<file path="src/rtl/ring_phase_decoder_pkg.sv">
// Shared types and constants for the ring phase decoder.
//   state_e : tracking FSM states (hunt for a phase, acquire sequence, locked on ring)
//   ErrCntW : width of the saturating error counter
package ring_phase_decoder_pkg;

  typedef enum logic [1:0] {
    StHunt,
    StAcq,
    StLocked
  } state_e;

  localparam int unsigned ErrCntW = 8;

endpackage

</file>
<file path="src/rtl/ring_phase_decoder_onehot_to_bin.sv">
// Combinational one-hot to binary converter.
//   vec : one-hot input vector (CNT_SIZE bits)
//   bin : position of the set bit; only meaningful when ok=1
//   ok  : high when exactly one bit of vec is set
module onehot_to_bin #(
  parameter int unsigned CNT_SIZE = 8,
  parameter int unsigned IDX_W    = $clog2(CNT_SIZE)
) (
  input  logic [CNT_SIZE-1:0] vec,
  output logic [IDX_W-1:0]    bin,
  output logic                ok
);

  // OR of the indices of all set bits; exact whenever the input is one-hot.
  always_comb begin
    bin = '0;
    for (int unsigned i = 0; i < CNT_SIZE; i++) begin
      if (vec[i]) begin
        bin = bin | IDX_W'(i);
      end
    end
  end

  // Non-zero with no second bit: clearing the lowest set bit must leave nothing.
  assign ok = (vec != '0) && ((vec & (vec - CNT_SIZE'(1))) == '0);

endmodule

</file>
<file path="src/rtl/ring_phase_decoder.sv">
// Ring phase decoder: converts a right-rotating one-hot ring phase into a binary
// index, acquires lock on the rotation sequence and flags/counts errors.
//   clk        : clock, rising edge
//   rst        : synchronous active-low reset
//   phase_in   : one-hot phase vector
//   phase_vld  : sample qualifier
//   clr_err    : synchronous clear of err_cnt (wins over a same-cycle error)
//   idx        : binary position of the last good sample
//   idx_vld    : one-cycle pulse when idx is loaded
//   locked     : high while in the locked state
//   err_onehot : one-cycle pulse for a sample that is not exactly one-hot
//   err_seq    : one-cycle pulse for a one-hot sample off the flywheel while locked
//   err_cnt    : saturating count of error pulses
module ring_phase_decoder
  import ring_phase_decoder_pkg::*;
#(
  parameter int unsigned CNT_SIZE = 8,
  parameter int unsigned LOCK_CNT = 3,
  parameter int unsigned MISS_MAX = 2,
  localparam int unsigned IDX_W   = $clog2(CNT_SIZE)
) (
  input  logic                clk,
  input  logic                rst,
  input  logic [CNT_SIZE-1:0] phase_in,
  input  logic                phase_vld,
  input  logic                clr_err,
  output logic [IDX_W-1:0]    idx,
  output logic                idx_vld,
  output logic                locked,
  output logic                err_onehot,
  output logic                err_seq,
  output logic [ErrCntW-1:0]  err_cnt
);

  state_e           state;
  logic [IDX_W-1:0] exp_idx;
  logic [3:0]       match_cnt;
  logic [3:0]       miss_cnt;

  logic [IDX_W-1:0] samp_idx;
  logic             samp_ok;
  logic             hit;
  logic [IDX_W-1:0] samp_prev;
  logic [IDX_W-1:0] exp_prev;
  logic [3:0]       match_inc;
  logic [3:0]       miss_inc;
  logic             err_any;

  onehot_to_bin #(
    .CNT_SIZE(CNT_SIZE),
    .IDX_W   (IDX_W)
  ) u_onehot_to_bin (
    .vec(phase_in),
    .bin(samp_idx),
    .ok (samp_ok)
  );

  // Right rotation: successor of index k is (k-1) mod CNT_SIZE.
  always_comb begin
    samp_prev = (samp_idx == '0) ? IDX_W'(CNT_SIZE - 1) : samp_idx - IDX_W'(1);
    exp_prev  = (exp_idx == '0)  ? IDX_W'(CNT_SIZE - 1) : exp_idx - IDX_W'(1);
    hit       = samp_ok && (samp_idx == exp_idx);
    match_inc = match_cnt + 4'd1;
    miss_inc  = miss_cnt + 4'd1;
    err_any   = phase_vld && (!samp_ok || ((state == StLocked) && !hit));
  end

  assign locked = (state == StLocked);

  always_ff @(posedge clk) begin
    if (!rst) begin
      state      <= StHunt;
      idx        <= '0;
      idx_vld    <= 1'b0;
      err_onehot <= 1'b0;
      err_seq    <= 1'b0;
      err_cnt    <= '0;
      match_cnt  <= '0;
      miss_cnt   <= '0;
      exp_idx    <= '0;
    end else begin
      idx_vld    <= 1'b0;
      err_onehot <= 1'b0;
      err_seq    <= 1'b0;

      if (clr_err) begin
        err_cnt <= '0;
      end else if (err_any && (err_cnt != '1)) begin
        err_cnt <= err_cnt + ErrCntW'(1);
      end

      if (phase_vld) begin
        if (samp_ok) begin
          idx     <= samp_idx;
          idx_vld <= 1'b1;
        end else begin
          err_onehot <= 1'b1;
        end

        unique case (state)
          StHunt: begin
            if (samp_ok) begin
              exp_idx   <= samp_prev;
              match_cnt <= '0;
              state     <= StAcq;
            end
          end
          StAcq: begin
            if (!samp_ok) begin
              state <= StHunt;
            end else if (hit) begin
              exp_idx   <= exp_prev;
              match_cnt <= match_inc;
              if (match_inc == 4'(LOCK_CNT)) begin
                state    <= StLocked;
                miss_cnt <= '0;
              end
            end else begin
              // Resynchronise on the new phase without flagging an error.
              exp_idx   <= samp_prev;
              match_cnt <= '0;
            end
          end
          StLocked: begin
            // Flywheel: the expectation free-runs and ignores sample content.
            exp_idx <= exp_prev;
            if (hit) begin
              miss_cnt <= '0;
            end else begin
              if (samp_ok) begin
                err_seq <= 1'b1;
              end
              miss_cnt <= miss_inc;
              if (miss_inc >= 4'(MISS_MAX)) begin
                state <= StHunt;
              end
            end
          end
          default: state <= StHunt;
        endcase
      end
    end
  end

endmodule

</file>
<file path="config.mk">
export PLATFORM = sky130hd
export DESIGN_NAME = ring_phase_decoder
export DESIGN_NICKNAME = d
export VERILOG_FILES = /design/src/rtl/ring_phase_decoder_pkg.sv /design/src/rtl/ring_phase_decoder_onehot_to_bin.sv /design/src/rtl/ring_phase_decoder.sv
export SDC_FILE = /design/constraint.sdc
export NUM_CORES = 1
export LEC_CHECK = 0
export BUFFER_PORTS_ARGS = -buffer_cell sky130_fd_sc_hd__buf_2
export CAP_MARGIN = 10
export CORE_ASPECT_RATIO = 1.2
export CORE_MARGIN = 3
export CORE_UTILIZATION = 57
export DETAILED_ROUTE_END_ITERATION = 10
export PLACE_DENSITY = 0.9
export SLEW_MARGIN = 15
export SYNTH_ARGS = -nofsm -noshare
export SYNTH_HDL_FRONTEND = slang
export SYNTH_SLANG_ARGS = --single-unit
</file>
<file path="constraint.sdc">
create_clock -name clk -period 2.95 [get_ports clk]
set_clock_uncertainty 0.15 [all_clocks]
set_input_delay 0.4425 -clock clk [delete_from_list [all_inputs] [get_ports clk]]
set_output_delay 0.4425 -clock clk [all_outputs]
set_load 0.02 [all_outputs]
</file>
==> results of run 1 <==
## state kept, by name (all words and copies together), names as in the netlist
signal,flops
err_cnt,8
state,2
match_cnt,4
err_seq,1
exp_idx,3
idx_vld,1
miss_cnt,4
err_onehot,1
idx,3
## path summary, 6_finish.rpt
check,from,to,slack [ns],cells past startpoint
hold reg to reg,state[0],state[0],0.36,2
hold / removal,rst,miss_cnt[2],0.35,2
setup / recovery,match_cnt[0],miss_cnt[3],0.34,7
setup reg to reg,match_cnt[0],miss_cnt[3],0.34,7
## cell type report
type	count	area, sq um	area share
Clock buffer	4	26.28	0.01281
Inverter	12	45.04	0.02196
Multi-Input combinational cell	173	1234	0.6016
Sequential cell	27	540.5	0.2636
Tap cell	36	45.04	0.02196
Timing Repair Buffer	30	160.2	0.07810
## per-stage QoR
stage               cell area, sq um  hold slack (ns)  total power, uW  utilization  setup slack [ns]
floorplan                       1862           0.3054            434.1            -            0.4925
global placement                2024           0.3296            457.4       0.6567            0.2642
detailed placement              2024           0.3418            459.2       0.6567            0.1976
CTS                             2051           0.3306            616.9       0.6652            0.3504
global route                    2051           0.3343            634.5       0.6652            0.2139
finish                          2051           0.3459            613.9       0.6652            0.3381
## synth_stat cells, types with 3 or more instances
library cell	count
nand2b_1	7
nand3_1	12
a21boi_0	3
a21oi_1	9
a311oi_1	6
mux2i_1	5
xnor2_1	8
a31o_2	3
inv_1	12
nor2_1	18
o21a_1	4
nor3_1	9
clkbuf_1	9
a31oi_1	6
dfxtp_1	27
o311a_1	3
nand2_1	23
ha_1	12
o21ai_0	3
## logic make-up (layout without fill, tap and decap cells)
logic type / count (synthesis) / after routing / synth area share
AND/OR/NAND/NOR: 91 / 91 / 0.2608
buffers and inverters: 23 / 46 / 0.04704
AO/OA/AOI/OAI: 56 / 56 / 0.2480
XOR/XNOR: 9 / 9 / 0.04637
flip-flops: 27 / 27 / 0.2903
adder cells (fa/ha/maj): 12 / 12 / 0.08064
multiplexers: 5 / 5 / 0.02688
## power by group
part / internal (uW) / switching (uW) / total, uW
combinational: 28.2 / 53.4 / 81.6
sequential: 368 / 2.48 / 370
clock: 53.0 / 109 / 162
## placed cells by master (no fill, tap or decap), drive strengths merged, types with 2 or more instances in the layout
| cell type | count |
|---|---|
| and2 | 2 |
| dfxtp | 27 |
| nand3 | 12 |
| mux2i | 5 |
| nor2 | 18 |
| o21a | 4 |
| o221ai | 2 |
| nor4 | 2 |
| nand4 | 2 |
| ha | 12 |
| nor2b | 2 |
| clkbuf | 4 |
| o21ai | 3 |
| inv | 12 |
| a21boi | 3 |
| buf | 30 |
| o311a | 3 |
| nand2b | 7 |
| xnor2 | 9 |
| a31o | 3 |
| a31oi | 6 |
| o31ai | 3 |
| nor3 | 10 |
| nand2 | 23 |
| o22ai | 2 |
| o211ai | 2 |
| a21oi | 9 |
| a311oi | 6 |
| nor4b | 2 |
## per-layer routing
layer / vias up / track usage / share of wire
met2: 45 / 0.3799 / 0.50
met5: - / 0 / 0
met4: 0 / 0.1072 / 0.018
li1: 873 / - / -
met1: 790 / 0.2429 / 0.44
met3: 9 / 0.02607 / 0.047
==> results.md, run 1 <==
* Total Routed Length at a little under 4000 um
* Boundary Pins at 27
* Number of synthesized flops with an enable pin at 0
* Post-layout min period at 2.612 ns
* Slew @ Worst Pin at approximately 0.64 ns
* Crit. End Element: flop
* H-tree Lvls at 1
* Yosys top cell area share at 0.2903
* Clk Latency, worst-skew pair at around 0.33 ns
* GRT Resource Usage Total at 0.2102
* Distinct cells, synth at 55
* Rows at 22
* Hpwl dp at 3018 um
* Setup CP Type: reg -> reg
* Top flip-flop cell by instance count after synthesis: dfxtp_1
* Initial core utilization at 0.6039
* Core Footprint at approximately 3000 sq um
* CTS Root Cell: clkbuf_4
* RSZ-0062 raised after global routing: false
* Status: complete, no violations
* Crit-path leading delay family: simple AND/OR/NAND/NOR gates
* Yosys synthesis warning count at 0
* Final net count at about 270
* Worst stage delay on the critical path at 0.61 ns
* GPL Wtd Cong at slightly above 0.8
* Synthesis-stage register bit count at 27
* Pre-antenna DRT Iters at 4
* Pin count of the biggest net entering global routing at 18
* CTS Buf Count at 3
* Buf/Inv on CP at 0
* Max-cap check violation count at 0
* CP max FO at 6
* Layout area overhead at 10.15%
* Hold Crit Class: in -> reg
* Vias per cell at 6.089
* Share of cells above drive strength 1 at 0.2033
* Fin cells at roughly 280
* TritonCTS Sinks at 27
* Final Max Slew Viols at 0
* Final antenna-violating net count at 0
* Post-Synthesis Cells at about 220
* Power per cell area at 299.4 nW/um^2
* CP cell instances: ha_1, or4b_2, o31ai_1, nor4b_2, a41o_2, and2_2, o221ai_1
* Synthesized Nets at approximately 250
* CP Data Arrival Time at between 2 and 3 ns
* Iter 0 DRT Violations at 60
* First-pass GRT wire length at roughly 6600 um
* Die X at just under 60 um
* DRC at 0
* Achievable frequency at about 380 MHz
* Syn avg cell area at approximately 8.3 sq um
* Final cycle utilization of the critical path at 0.8854
* CTS Hold Buffers Added at 0
* Initial antenna violation count at 0
* Reg clk slew, reported paths at roughly 0.15 ns
* Maximum vdd ir drop at about 0.23 mV
* Fin. Hold Viols at 0
* Async SR Flop Fraction at 0
* Port Buffer Count at 26
* Sequential fraction of the synthesis area at 0.2903
* Overall die height at 68.61 um
* Dpl cells at around 280
* Vias in the first global route at 1560
* Grt ovf at 0
* Fill cells at 273
* CTS tree: yes
* Clk buf depth at 2
* Req. time, crit path at approximately 3.0 ns
* Leakage power total at 0.0008005 uW
* Top cells by area, synth: dfxtp_1 (29%), ha_1 (8.1%), nand2_1 (4.6%), xnor2_1 (3.8%), nor2_1 (3.6%)
* Ant diodes at 0
* Die ar. at 3991 sq um
* Startpoint Class: flop
* Setup repair bufs after CTS at 0
* Quantity of gates resized following cts at 0
* Vias at approximately 1700
* Relative slew slack at 0.5709
* Critical Path Slowest Stage Cell: or4b_2
* WL/cell at about 14 um
* Setup violations, final at 0
* Synthesized area at roughly 1900 sq um
* TNS Setup at 0 ns
* Largest area contributor in the netlist: dfxtp_1
Power figures use the tool's default switching activity.
==> run 2, diff against run 1 <==
BUFFER_PORTS_ARGS = not set   (was -buffer_cell sky130_fd_sc_hd__buf_2)
CORE_UTILIZATION = 63   (was 57)
DONT_BUFFER_PORTS = 1   (was not set)
PLACE_DENSITY = 0.89   (was 0.9)
==> run 2 against run 1 <==
First-iteration DRC count is 32% higher. Via count fell by 0.41%. Maximum frequency up 0.30%. Sequential power up 1%. Total power decreased by 0.82%. Global-route usage increased by 4.6 points. Count of clock-buffer cells in the layout stayed put. Hold slack lost 0.31 ns. Clock power grew 8%. Highest routed layer unchanged.
==> results.md, run 2 (same netlist as run 1, synthesis figures left out) <==
* Status: complete, no violations
* Setup violations, final at 0
* Number of flip-flops in the largest register at 8
* Largest register by flop count: err_cnt
* Switching share of power at 0.2721
* TNS Setup at 0 ns
* Commonest non-fill, non-tap cell in the layout: dfxtp_1
* R2R cell count at 7
* Vias at 1710
* Clk buf depth at 2
* Area occupied by registers at 540.5 sq um
* Biggest regs: err_cnt x8, match_cnt x4, miss_cnt x4
* RSZ-0062 raised after global routing: false
* Vias in the first global route at about 1700
* CTS Buf Count at 3
* Post-layout min period at ~2.6 ns
* Grt ovf at 0
* Boundary Pins at 27
* Port Buffer Count at 0
* Maximum vdd ir drop at ~0.25 mV
* Initial core utilization at 0.6953
* Crit. End Element: flop
* Setup repair bufs after CTS at 0
* Seq pwr share at 0.614
* Share of cells above drive strength 1 at 0.1091
* Ant diodes at 0
* Total Routed Length at about 4400 um
* Core Footprint at 2678 sq um
* Power per cell area at 317.6 nW/um^2
* CP Capture Point: miss_cnt[1]
* Final cycle utilization of the critical path at 0.8828
* DRC at 0
* Reg2reg setup slack at approximately 0.35 ns
* Fin cells at roughly 250
* DR WL met2 at 2266 um
* Startpoint Class: flop
* Crit path launch: match_cnt[0]
* Quantity of gates resized following cts at 0
* Hpwl dp at ~3200 um
* Multi-input gate area at about 1200 sq um
* Die ar. at 3646 sq um
* Iter 0 DRT Violations at 79
* Hold Crit Class: in -> reg
* Reg clk slew, reported paths at about 0.16 ns
* Dpl cells at ~250
* CTS Root Cell: clkbuf_4
* Rows at 20
* Top Metal Used: met4
* H-tree Lvls at 1
* Combinational power share at 0.098
* Relative slew slack at 0.5396
* CP Data Arrival Time at ~2.7 ns
* First-pass GRT wire length at between 7000 and 8000 um
* TritonCTS Sinks at 27
* Fill cells at around 180
* Reg2reg start: match_cnt[0]
* Achievable frequency at about 380 MHz
* Most frequent cells in the layout: dfxtp_1 (27), nand2_1 (23), nor2_1 (18)
* WL met3 at 323 um
* CTS tree: yes
* GPL Wtd Cong at approximately 0.9
* Final antenna-violating net count at 0
* Internal cell power at 443.2 uW
* Max-cap check violation count at 0
* Pin count of the biggest net entering global routing at 18
* Fin. Hold Viols at 0
* Pre-antenna DRT Iters at 4
* Vias per cell at between 6 and 7
* Setup CP Type: reg -> reg
* GRT Resource Usage Total at 0.2562
* CP max FO at 6
* Layout area overhead at 2.957%
* Hold WS at 0.03196 ns
* FF-to-FF End: miss_cnt[1]
* Slew @ Worst Pin at between 0.6 and 0.7 ns
* Psw at 165.7 uW
* WL/cell at approximately 17 um
* CTS Hold Buffers Added at 0
* Clk Latency, worst-skew pair at 0.35 ns
* Final net count at roughly 250
* Util after Layout at 0.7159
* M1 WL at 1669 um
* Req. time, crit path at 3.06 ns
* Clock power share at 0.287
* Die X at 55.63 um
* Leakage power total at ~0.00067 uW
* Overall die height at roughly 66 um
* Initial antenna violation count at 0
* Final Max Slew Viols at 0
-- run 2: cell count changes in the layout (fill, tap and decap cells not counted) --
cell	before	now
buf_2	26	0
-- run 2: worst min-delay path by stage --
stage	start	to	cells after the start
2_1_floorplan	state[0]	state[0]	2
3_3_place_gp	state[0]	state[0]	2
3_5_place_dp	state[0]	state[0]	2
4_1_cts	phase_vld	idx[2]	1
5_1_grt	phase_vld	idx[1]	1
6_report	phase_vld	idx[1]	1
-- run 2: cell type report --
class                   count  area share
multi-input cells         173      0.6436
flip-flops and latches     27      0.2820
inverters                  12     0.02350
well taps                  33     0.02154
repair buffers              4     0.01567
clock buffers               4     0.01371
-- run 2: power by group through the flow --
| stage | sequential [uW] | clock, uW | combinational, uW |
|---|---|---|---|
| after floorplan | 381 | 0 | 53.0 |
| after global placement | 382 | 0 | 55.0 |
| after detailed placement | 382 | 0 | 57.9 |
| after CTS | 374 | 166 | 58.1 |
| after global routing | 375 | 180 | 65.2 |
| final | 374 | 175 | 59.9 |
-- run 2: layer usage --
metal,GRT usage,vias up
met4,0.1337,0
met5,0,-
met3,0.05894,15
li1,-,817
met2,0.4675,81
met1,0.2732,797
-- run 2: through the flow --
stage	power, uW	cell area [sq um]	setup WS (ns)
final	608.9	1917	0.3459
after global placement	436.8	1891	0.4198
after CTS	598.0	1917	0.3701
after detailed placement	439.8	1891	0.3279
after global routing	619.9	1917	0.1697
after floorplan	434.1	1862	0.4925
-- run 2: critical path, stage by stage (launching register included) --
cell and delay [ns]:
dfxtp_1 0.39, ha_1 0.25, or4b_2 0.62, o31ai_1 0.13, nor4b_2 0.36, a41o_2 0.28
nand3_1 0.11, o32ai_2 0.22
